File: config.mk
export PLATFORM = sky130hd
export DESIGN_NAME = dac_mem_loader
export DESIGN_NICKNAME = d
export VERILOG_FILES = /design/src/rtl/signal_types_pkg.sv /design/src/rtl/dac_sample_conv.sv /design/src/rtl/dac_mem_loader.sv
export SDC_FILE = /design/constraint.sdc
export NUM_CORES = 1
export LEC_CHECK = 0
export ABC_AREA = 1
export BUFFER_PORTS_ARGS = -buffer_cell sky130_fd_sc_hd__buf_2
export CAP_MARGIN = 20
export CORE_MARGIN = 4
export CORE_UTILIZATION = 50
export DETAILED_ROUTE_END_ITERATION = 6
export PLACE_DENSITY = 0.8
export SYNTH_ARGS = -nofsm -noshare
export SYNTH_HDL_FRONTEND = slang
export SYNTH_SLANG_ARGS = --single-unit
File: constraint.sdc
create_clock -name clk -period 2.3 [get_ports clk]
set_input_delay 0 -clock clk [delete_from_list [all_inputs] [get_ports clk]]
set_output_delay 0 -clock clk [all_outputs]
set_load 0.005 [all_outputs]
File: src/rtl/signal_types_pkg.sv
// Shared types and constants for the DAC sample path.
//   dac_sample_t   : packed BRAM word {dac_ch0, dac_ch1}, 14-bit offset binary each
//   loader_state_t : fill-stage state machine encoding (IDLE, LOAD, DONE)
//   DAC_W / DAC_SMAX / DAC_SMIN : DAC word width and signed clamp limits
package signal_types_pkg;

    localparam int DAC_W    = 14;
    localparam int DAC_SMAX = 8191;
    localparam int DAC_SMIN = -8192;

    typedef struct packed {
        logic [DAC_W-1:0] dac_ch0;
        logic [DAC_W-1:0] dac_ch1;
    } dac_sample_t;

    typedef enum logic [1:0] {
        IDLE = 2'd0,
        LOAD = 2'd1,
        DONE = 2'd2
    } loader_state_t;

endpackage

File: src/rtl/dac_sample_conv.sv
// Single-channel sample conversion: clamps a signed 16-bit value to the
// 14-bit DAC range and re-encodes it as offset binary.
// Ports:
//   x   in  16      signed two's complement sample
//   y   out DAC_W   offset-binary DAC code
//   sat out 1       value was clamped
module dac_sample_conv
    import signal_types_pkg::*;
(
    input  logic [15:0]      x,
    output logic [DAC_W-1:0] y,
    output logic             sat
);

    localparam logic signed [15:0] HI = 16'(DAC_SMAX);
    localparam logic signed [15:0] LO = 16'(DAC_SMIN);

    logic signed [15:0] xs;
    logic [DAC_W-1:0]   clamped;

    always_comb begin
        xs      = $signed(x);
        sat     = 1'b0;
        clamped = x[DAC_W-1:0];
        if (xs > HI) begin
            clamped = HI[DAC_W-1:0];
            sat     = 1'b1;
        end else if (xs < LO) begin
            clamped = LO[DAC_W-1:0];
            sat     = 1'b1;
        end
        // Flipping the sign bit maps two's complement onto offset binary.
        y = {~clamped[DAC_W-1], clamped[DAC_W-2:0]};
    end

endmodule

File: src/rtl/dac_mem_loader.sv
// Fill stage for the dual-channel DAC sample BRAM (port A writer).
// Accepts signed sample pairs over valid/ready, saturates and converts them
// to offset binary, and writes them to consecutive addresses from 0 for a
// programmed length. Reports busy/done/saturation/count back to the CSRs.
// Optional build macro: DAC_LOAD_CKSUM_EN enables the running checksum on
// cksum_o; when undefined cksum_o is tied to 0.
// Ports:
//   clk, rst                   clock, async active-high reset
//   load_start_i/abort_i       one-cycle control pulses
//   load_len_i                 samples to load, sampled on start
//   s_valid_i/s_ready_o        input handshake, s_ch0_i/s_ch1_i signed data
//   mem_we_o/addr_o/data_o     BRAM port A write, one cycle after transfer
//   busy_o/done_o/sat_o        status (done and sat sticky)
//   count_o                    samples accepted in current load
//   cksum_o                    running checksum of written words
module dac_mem_loader
    import signal_types_pkg::*;
#(
    parameter int ADDR_WIDTH = 11
) (
    input  logic                  clk,
    input  logic                  rst,
    input  logic                  load_start_i,
    input  logic                  load_abort_i,
    input  logic [ADDR_WIDTH-1:0] load_len_i,
    input  logic                  s_valid_i,
    output logic                  s_ready_o,
    input  logic [15:0]           s_ch0_i,
    input  logic [15:0]           s_ch1_i,
    output logic                  mem_we_o,
    output logic [ADDR_WIDTH-1:0] mem_addr_o,
    output dac_sample_t           mem_data_o,
    output logic                  busy_o,
    output logic                  done_o,
    output logic                  sat_o,
    output logic [ADDR_WIDTH-1:0] count_o,
    output logic [15:0]           cksum_o
);

    loader_state_t         state;
    loader_state_t         state_next;
    logic [ADDR_WIDTH-1:0] len_q;
    dac_sample_t           conv_pair;
    logic                  sat_ch0;
    logic                  sat_ch1;
    logic                  xfer;
    logic                  start_ok;

    dac_sample_conv u_conv_ch0 (
        .x   (s_ch0_i),
        .y   (conv_pair.dac_ch0),
        .sat (sat_ch0)
    );

    dac_sample_conv u_conv_ch1 (
        .x   (s_ch1_i),
        .y   (conv_pair.dac_ch1),
        .sat (sat_ch1)
    );

    always_comb begin
        xfer     = s_valid_i && s_ready_o;
        // Abort beats start; start is ignored mid-load and for zero length.
        start_ok = load_start_i && !load_abort_i && (state != LOAD) &&
                   (load_len_i != '0);
    end

    // State register
    always_ff @(posedge clk or posedge rst) begin
        if (rst) begin
            state <= IDLE;
        end else begin
            state <= state_next;
        end
    end

    // Next-state logic
    always_comb begin
        state_next = state;
        if (load_abort_i) begin
            state_next = IDLE;
        end else begin
            case (state)
                IDLE:    if (start_ok) state_next = LOAD;
                LOAD:    if (xfer && (count_o == len_q - ADDR_WIDTH'(1))) state_next = DONE;
                DONE:    if (start_ok) state_next = LOAD;
                default: state_next = IDLE;
            endcase
        end
    end

    // Moore outputs
    always_comb begin
        s_ready_o = (state == LOAD);
        busy_o    = (state == LOAD);
        done_o    = (state == DONE);
    end

    // Write port and load bookkeeping
    always_ff @(posedge clk or posedge rst) begin
        if (rst) begin
            len_q      <= '0;
            count_o    <= '0;
            sat_o      <= 1'b0;
            mem_we_o   <= 1'b0;
            mem_addr_o <= '0;
            mem_data_o <= '0;
        end else begin
            mem_we_o <= xfer;
            if (start_ok) begin
                len_q   <= load_len_i;
                count_o <= '0;
                sat_o   <= 1'b0;
            end else if (xfer) begin
                mem_addr_o <= count_o;
                mem_data_o <= conv_pair;
                count_o    <= count_o + ADDR_WIDTH'(1);
                sat_o      <= sat_o | sat_ch0 | sat_ch1;
            end
        end
    end

`ifdef DAC_LOAD_CKSUM_EN
    logic [15:0] cksum_q;

    // Accumulates from the registered write word, so each write shows up
    // one cycle after its mem_we_o.
    always_ff @(posedge clk or posedge rst) begin
        if (rst) begin
            cksum_q <= '0;
        end else if (start_ok) begin
            cksum_q <= '0;
        end else if (mem_we_o) begin
            cksum_q <= cksum_q + {2'b00, mem_data_o.dac_ch0} + {2'b00, mem_data_o.dac_ch1};
        end
    end

    assign cksum_o = cksum_q;
`else
    assign cksum_o = '0;
`endif

endmodule

==> flow_summary.yaml <==
pwr:
  p_per_area_mw_per_mm2: 787
  pwr-share-comb_pct: 27.1
  intPower_mw: 2.32
  leakage_nw: 2.38
  ir_worst_vdd_uv: 528
  switchingPower_mw: 1.15
  power_frac_clock_pct: 27.4
  p_sw_share_pct: 33.1
  p_seq_share_pct: 45.5
sta:
  hold_viol_final: 1
  maxSlewHeadroom_pct: 55.0
  setup_violations: 0
  period_needed_ns: 1.84
  fmaxAchievable_mhz: 543
  fin_skew_ns: 0.00822
  rsz0062_at_grt: "false"
  min_period_over_period_pct: 80.0
  final-max-slew-violation-count: 0
  setup_tns_ns: 0
  holdWs_ns: -0.00762
  worst_pin_slew_ns: 0.674
setup_path:
  cp_slowest_cell: "dfrtp_1"
  crit_arrival_ns: 2.06
  r2r_slack_ns: 0.46
  critPathBufInv: 1
  critPathMaxFanout: 5
  cp-start-kind: "flop"
  cp_top_family: "simple AND/OR/NAND/NOR gates"
  crit_chain: "inv_2 > ha_1 > nand2_1 > nor2_1 > nand3_1 > nand3_1 > nand2_1 > nor2_1 > nand3_1 > nand2_2 > nand2_1 > nand2_1 > nand2_1"
  critical_path_class: "flop to flop"
  crit_path_end_kind: "flop"
  cpMostUsedCell: "nand2_1"
  r2r_cells: 13
  rr_endpoint: "state[1]"
  path_depth: 13
  reg2reg_from: "len_q[0]"
  slowest_delay_ns: 0.40
  crit_required_ns: 2.52
placed_design:
  placed_cell_area_mm2: 0.00384
  io_buffers: 102
  dp_cells: 593
  place_hpwl_um: 6200
  place.gp.congestion: 0.916
drt:
  drcViolationCount: 0
  vias: 3266
  wl_per_cell_um: 14.7
  drt_iter0_drc: 150
  drt_wl_total_um: 9500
  first_pass_iters: 5
  vias_per_cell: 5.06
  detail-route-antenna-nets: 0
global_route:
  grt_pass1_wl_um: 15000
  antenna_found_initial: 0
  grt_pass1_vias: 3340
  gr-usage-all-layers_pct: 24.3
  grt_max_degree: 66
  globalRoute.totalOverflow: 0
finish:
  final_cells: 646
  fin_nets: 614
  layout_common_cells: "125 x nand2_1, 102 x buf_2, 65 x dfrtp_1"
  antennaDiodeCount: 0
  finalInstanceArea_mm2: 0.00440
  drive_gt1_share_pct: 26.0
  mostFrequentLayoutCell: "nand2_1"
  syn_to_final_growth_pct: 33.0
cts:
  cts_tree: "built"
  worstSkewPairLatency_ns: 0.34
  clk_pin_slew_ns: 0.07
  post_cts_buffers: 0
  clockBufferDepth: 2
  clock_sinks: 65
  cts_inserted_buffers: 9
  root_buffer: "clkbuf_8"
  h-tree-depth: 3
hold_path:
  hp-class: "input port to flop"
  min_to: "mem_data_o[26]"
  hold_depth: 3
  hp-start: "s_ch0_i[12]"
synthesis:
  synth_area_per_cell_um2: 7.84
  yosys_warnings: 0
  synth_top_area_cell: "dfrtp_1"
  synth_area_leaders: "dfrtp_1 49%, nand2_1 14%, o21ai_0 8.0%"
  netlist_area_mm2: 0.00331
  synth_seq_area_share_pct: 49.2
  ys_ff_latch: 65
  synth_top_cell_area_share_pct: 49.2
  syn_inst: 422
  ys_types: 31
die:
  die_x_um: 89.3
  fp.coreArea_mm2: 0.00639
  num_rows: 29
  start_util_pct: 51.8
  num_io_pins: 119
  die_y_um: 89.3
  dieArea_mm2: 0.00798
status:
  violations: "hold timing"
  run_status: "finished with violations"
run:
  maxCapViolations: 0
## through the flow
step	setup slack (ns)	hold WS (ns)	utilization, %	power (mW)
2_1_floorplan	0.674	0.110	-	2.06
3_3_place_gp	0.591	0.0913	60.2	2.42
3_5_place_dp	0.511	0.0962	60.2	2.45
4_1_cts	0.489	0.00000397	68.9	3.44
5_1_grt	0.283	0.0169	68.9	3.69
6_report	0.459	-0.00762	68.9	3.46
## power by group through the flow
stage	clock network (mW)	logic, mW	registers, mW
after global placement	0	0.850	1.57
after detailed placement	0	0.875	1.58
after floorplan	0	0.483	1.58
after global routing	1.02	1.08	1.60
after CTS	0.955	0.927	1.56
final	0.949	0.939	1.58
## sequential cells by signal, indices dropped and copies added (netlist names)
register,flops
len_q,11
mem_data_o,28
mem_addr_o,11
sat_o,1
mem_we_o,1
state,2
count_o,11
## metal layers
layer  track usage, %  part of all wire, %
met1             30.4                   41
met3             5.81                  8.0
met4             9.34                  1.9
met5                0                    0
met2             40.9                   49
## synth_stat cells
master and n:
nor2_1 47, buf_8 1, conb_1 1, xnor2_1 3, dfrtp_1 65, nand3_2 2
a31oi_1 1, clkbuf_1 7, ha_1 2, inv_2 9, xor2_1 3, nand2_1 125
nand4_2 1, nor3_4 1, o21ai_1 3, nand4_1 1, nand3b_1 2, o22ai_1 2
nor3_1 6, buf_2 5, nor2_4 3, nand2_2 4, o21ai_0 53, a21oi_1 5
nor4_1 3, nor2_2 2, inv_1 30, buf_4 18, nor3_2 1, nand3_1 15
o21a_1 1
## cell families (layout without fill, tap and decap cells)
logic type	count (synthesis)	in the layout	synth area share [%]
XOR/XNOR	6	6	1.59
flip-flops	65	65	49.2
AO/OA/AOI/OAI	65	65	10.0
buffers and inverters	70	202	10.5
other	1	16	0.113
AND/OR/NAND/NOR	213	213	27.8
adder cells (fa/ha/maj)	2	2	0.756
## cell type report
class,instances,area (um2)
Fill cell,507,1990
Sequential cell,65,1630
Tap cell,77,96.3
Inverter,39,146
Timing Repair Buffer,147,953
Clock buffer,11,131
Clock inverter,5,56.3
Multi-Input combinational cell,302,1390
## worst reg2reg max path, delay by kind of cell (launching register included)
| kind | cells | cell delay (ns) |
|---|---|---|
| DFF | 1 | 0.40 |
| buffers and inverters | 1 | 0.09 |
| adders and majority gates | 1 | 0.23 |
| and+or+nand+nor | 11 | 0.98 |
## worst max-delay path by stage
stage                     startpoint          to  slack (ns)
final                       len_q[0]    state[1]        0.46
after global routing        len_q[0]    state[1]        0.28
after CTS                   len_q[0]    state[1]        0.49
after detailed placement    len_q[0]    state[1]        0.51
after global placement      len_q[0]    state[1]        0.59
after floorplan                  rst  count_o[0]        0.67
## what timing repair did
item,4_1_cts,5_1_grt
resized for setup,0,0
endpoints found under the hold margin,101,0
hold buffers,37,0
endpoints found under the setup margin,0,0
No activity file was read; power rests on OpenSTA's default activity.
